### config.mk
export PLATFORM = sky130hd
export DESIGN_NAME = game_tick_divider
export DESIGN_NICKNAME = d
export VERILOG_FILES = /design/src/rtl/game_tick_divider.sv
export SDC_FILE = /design/constraint.sdc
export NUM_CORES = 1
export LEC_CHECK = 0
export CAP_MARGIN = 20
export CORE_UTILIZATION = 45
export CTS_CLUSTER_SIZE = 14
export DETAILED_ROUTE_END_ITERATION = 8
export PLACE_DENSITY = 0.7
export SETUP_SLACK_MARGIN = 0.1
export SLEW_MARGIN = 20
export SYNTH_ARGS = -nofsm -noshare
export SYNTH_HDL_FRONTEND = slang
export SYNTH_SLANG_ARGS = --single-unit
### constraint.sdc
create_clock -name clk_100mhz -period 5.1 [get_ports clk_100mhz]
set_clock_uncertainty 0.15 [all_clocks]
set_input_delay 1.53 -clock clk_100mhz [delete_from_list [all_inputs] [get_ports clk_100mhz]]
set_output_delay 1.53 -clock clk_100mhz [all_outputs]
set_load 0.02 [all_outputs]
### src/rtl/game_tick_divider.sv
// Divides the system clock into phase-locked 250 ms and 500 ms square waves for the game loop.
// Optional macro GAME_TICK_PULSE_EN adds one-cycle strobes after each rising edge.
module game_tick_divider #(
  parameter int HALF_CYCLES = 12_500_000,
  parameter int CNT_W       = 24
) (
  input  logic clk_100mhz,
  input  logic rst_n,
  input  logic en,
  output logic clk_250ms,
  output logic clk_500ms
`ifdef GAME_TICK_PULSE_EN
  ,
  output logic tick_250ms,
  output logic tick_500ms
`endif
);

  localparam logic [CNT_W-1:0] TERM = CNT_W'(HALF_CYCLES - 1);

  logic [CNT_W-1:0] cnt_reg;

  always_ff @(posedge clk_100mhz or negedge rst_n) begin
    if (!rst_n) begin
      cnt_reg   <= '0;
      clk_250ms <= 1'b0;
      clk_500ms <= 1'b0;
    end else if (en) begin
      if (cnt_reg == TERM) begin
        cnt_reg   <= '0;
        clk_250ms <= ~clk_250ms;
        // The slow clock only toggles when the fast one is about to rise, keeping rises aligned.
        if (!clk_250ms) begin
          clk_500ms <= ~clk_500ms;
        end
      end else begin
        cnt_reg <= cnt_reg + CNT_W'(1);
      end
    end
  end

`ifdef GAME_TICK_PULSE_EN
  logic clk_250ms_prev_reg;
  logic clk_500ms_prev_reg;

  // Previous-cycle copies let a rise seen one edge ago be strobed on the following edge.
  always_ff @(posedge clk_100mhz or negedge rst_n) begin
    if (!rst_n) begin
      clk_250ms_prev_reg <= 1'b0;
      clk_500ms_prev_reg <= 1'b0;
      tick_250ms         <= 1'b0;
      tick_500ms         <= 1'b0;
    end else begin
      clk_250ms_prev_reg <= clk_250ms;
      clk_500ms_prev_reg <= clk_500ms;
      tick_250ms         <= en & clk_250ms & ~clk_250ms_prev_reg;
      tick_500ms         <= en & clk_500ms & ~clk_500ms_prev_reg;
    end
  end
`endif

endmodule

# ---- Word level (Yosys, flattened, before mapping)
# Cells that the tools add are included.
dict set report totals {
  inputBits 3
  output_inout_bits 2
  ff_bits 26
}
dict set report op_classes {
  bitwise_logic 2
  eq_ne 1
  addsub 1
  mux 1
  reduce_logical 2
}
# operator count
set op_table {}
lappend op_table {{24-bit by 1-bit adder with 24-bit output (second input constant)} 1}
lappend op_table {{24-bit == test (second input constant)} 1}
lappend op_table {{24-bit 2-to-1 mux} 1}
lappend op_table {{3-bit AND reduction} 1}
lappend op_table {{1-bit inverter} 2}
lappend op_table {{2-bit AND reduction} 1}

# ---- Depth between registers and ports, before layout
dict set report logic_depth {
  word_depth 2
  depth_mapped 6
  ltp_nobuf 5
}

# ---- Worst setup path after synthesis
# No wires, ideal clock.
dict set report synth_timing {
  kind {input -> register}
  start {input en}
  end {register cnt_reg[23]}
  stages 5
  t_arrival_ns 2.902
  path_slack_ns 1.970
  path_cell_list {clkbuf_1 nand4_1 or3_1 or4_1 a21oi_1}
}
# element line
set synth_rtl {}
lappend synth_rtl {{from (decl)} 9} ;# input logic en,
lappend synth_rtl {{to (signal assigned)} 37} ;# cnt_reg <= cnt_reg + CNT_W'(1);
lappend synth_rtl {{to (decl)} 21} ;# logic [CNT_W-1:0] cnt_reg;

==> impl_metrics.tcl <==
set metrics [dict create \
    cts_tree "yes" \
    grt_overflow 0 \
    final_util_pct 51.6 \
    vdd_drop_max_v 0.000244 \
    drtAntennaViolNets 0 \
    p_leak_nw 0.581 \
    syn_area_um2 1340 \
    maxCapViolCount 0 \
    num_rows 19 \
    viasPerCell 6.17 \
    synth.most_common_cell "dfrtp_1" \
    syn_nets 141 \
    antennaDiodeCount 0 \
    arrival_ns 3.42 \
    pwr-share-seq_pct 65.5 \
    die-area_um2 3200 \
    final-hold-violation-count 0 \
    postCtsHoldBufs 0 \
    hold_path_class "reg2reg" \
    period_share_pct 65.2 \
    cp_max_fo 10 \
    slew_headroom_pct 59.9 \
    synth_warnings 0 \
    seqCellArea_um2 651 \
    switching_share_pct 29.8 \
    clkSinkCount 26 \
    clock_power_share_pct 20.9 \
    root_buffer "clkbuf_4" \
    clock_path_buffers 2 \
    slew_viol_final 0 \
    netlist_instances 137 \
    wl_per_cell_um 15.2 \
    power_uw 397 \
    synth_top_area_share_pct 48.6 \
    clk_latency_ns 0.31 \
    grt_pass1_wl_um 4550 \
    setup_slack_ns 1.77 \
    crit_path_start_kind "input port" \
    path_clk_slew_ns 0.12 \
    ys_seq_area_share_pct 48.6 \
    setup_viol_count_final 0 \
    period_needed_ns 3.33 \
    multi_input_area_um2 666 \
    place_congestion 0.827 \
    pwr_density_cell_nw_per_um2 276 \
    die_w_um 56.6 \
    p_int_uw 279 \
    fin_hold_ws_ns 0.332 \
    drtIter0Drc 31 \
    worstMarginPinSlew_ns 0.597 \
    fmax_ghz 0.301 \
    ys_seq_elements 26 \
    drt-total-wl_um 2620 \
    synth_cell_types 30 \
    grt_pass1_vias 989 \
    ys_top_cells_by_area "dfrtp_1, xor2_1, o21ai_0, xnor2_1, nand4_1" \
    drtPass1Iterations 4 \
    yosys.area.top_type "dfrtp_1" \
    ctsResizeCount 0 \
    place_ws_ns 1.44 \
    vias 1067 \
    grt_max_degree 27 \
    num-fill-cells 252 \
    largest_register_ffs 24 \
    drive_gt1_share_pct 5.63 \
    antenna_found_initial 0 \
    dpl.hpwl_um 1860 \
    ys.flop_type "dfrtp_1" \
    rsz0062_at_grt "no" \
    fin_nets 148 \
    crit_type "in2reg" \
    outcome "finished, final reports clean" \
    setup_tns_ns 0 \
    ys_top_cells_by_count "dfrtp_1, nand2_1, o21ai_0, a21oi_1, nand4_1" \
    synth-async-reset-ratio_pct 100 \
    area_delta_synth_final_pct 7.19 \
    synth_edf_count 0 \
    cts_inserted_buffers 3 \
    cts.htree.levels 1 \
    avgSynthCellArea_um2 9.78 \
    track_usage_pct 18.1 \
    fp.coreArea_um2 2780 \
    drc_errors 0 \
    critPathCaptureType "flop" \
    portBuffers 4 \
    p_comb_share_pct 13.6 \
    crit_required_ns 5.19 \
    p_sw_uw 118 \
    die_h_um 56.6 \
    cts_setup_buffers 0 \
    start_util_pct 48.2 \
    ios 5 \
]
[layout make-up]
cell class / count / share of cell area, %
sequential: 26 / 45.3
inverter: 3 / 0.784
multi-input combinational: 105 / 46.3
timing repair buffer: 5 / 3.31
tap: 31 / 2.70
clock buffer: 3 / 1.57
[power by group through the flow]
stage / combinational [mW] / sequential (mW) / clock [mW]
after CTS: 0.0539 / 0.259 / 0.0859
after floorplan: 0.0385 / 0.256 / 0
after global placement: 0.0523 / 0.263 / 0
after global routing: 0.0638 / 0.264 / 0.0948
final: 0.0540 / 0.260 / 0.0831
after detailed placement: 0.0535 / 0.263 / 0
[stage by stage]
stage / cells / cell area, um^2
6_report: 173 / 1440
5_1_grt: 173 / 1440
4_1_cts: 173 / 1440
3_5_place_dp: 170 / 1410
3_3_place_gp: 170 / 1410
2_1_floorplan: 137 / 1340
[layout by cell type (no fill, tap or decap), types with 4 or more instances in the layout]
cell and n:
dfrtp_1 26, nand2_1 13, o21ai_0 11, a21oi_1 9, nand4_1 8, xor2_1 7, nor2_1 6, or3_1 6
xnor2_1 6, nor4_1 5, nand3_1 5, or4_1 5, o31ai_1 5, clkdlybuf4s50_1 4
[cells by family after synthesis]
| group | after synthesis | synth area share [%] |
|---|---|---|
| xor gates and xnor gates | 13 | 8.50 |
| AOI/OAI and AO/OA | 27 | 11.5 |
| DFF | 26 | 48.6 |
| buffers and inverters | 6 | 1.77 |
| and+or+nand+nor | 63 | 28.0 |
| muxes | 1 | 0.747 |
| adders and majority gates | 1 | 0.934 |
[worst max-delay path, cell delays in order]
cell	delay, ns
clkdlybuf4s50_1	0.64
nand4_1	0.15
or3_1	0.44
or4_1	0.50
a21oi_1	0.16
[routing by layer]
metal  share of wire [%]  GRT usage [%]  vias up
met3                 5.2           5.07        2
met4                0.61           2.09        0
met1                  51           27.1      508
met2                  43           26.9       29
li1                    -              -      528
met5                   0              0        -
[final timing paths]
kind                                 start           to  slack, ns  cells after the start
worst min-delay path             clk_500ms    clk_500ms       0.33                      1
worst min register to register   clk_500ms    clk_500ms       0.33                      1
max in group asynchronous            rst_n  cnt_reg[12]       3.14                      2
worst max register to register  cnt_reg[0]    clk_250ms       2.88                      5
worst max-delay path                    en  cnt_reg[23]       1.77                      5
min in group asynchronous            rst_n  cnt_reg[19]       1.41                      2
Note: power is estimated with default switching activity, not from simulation.
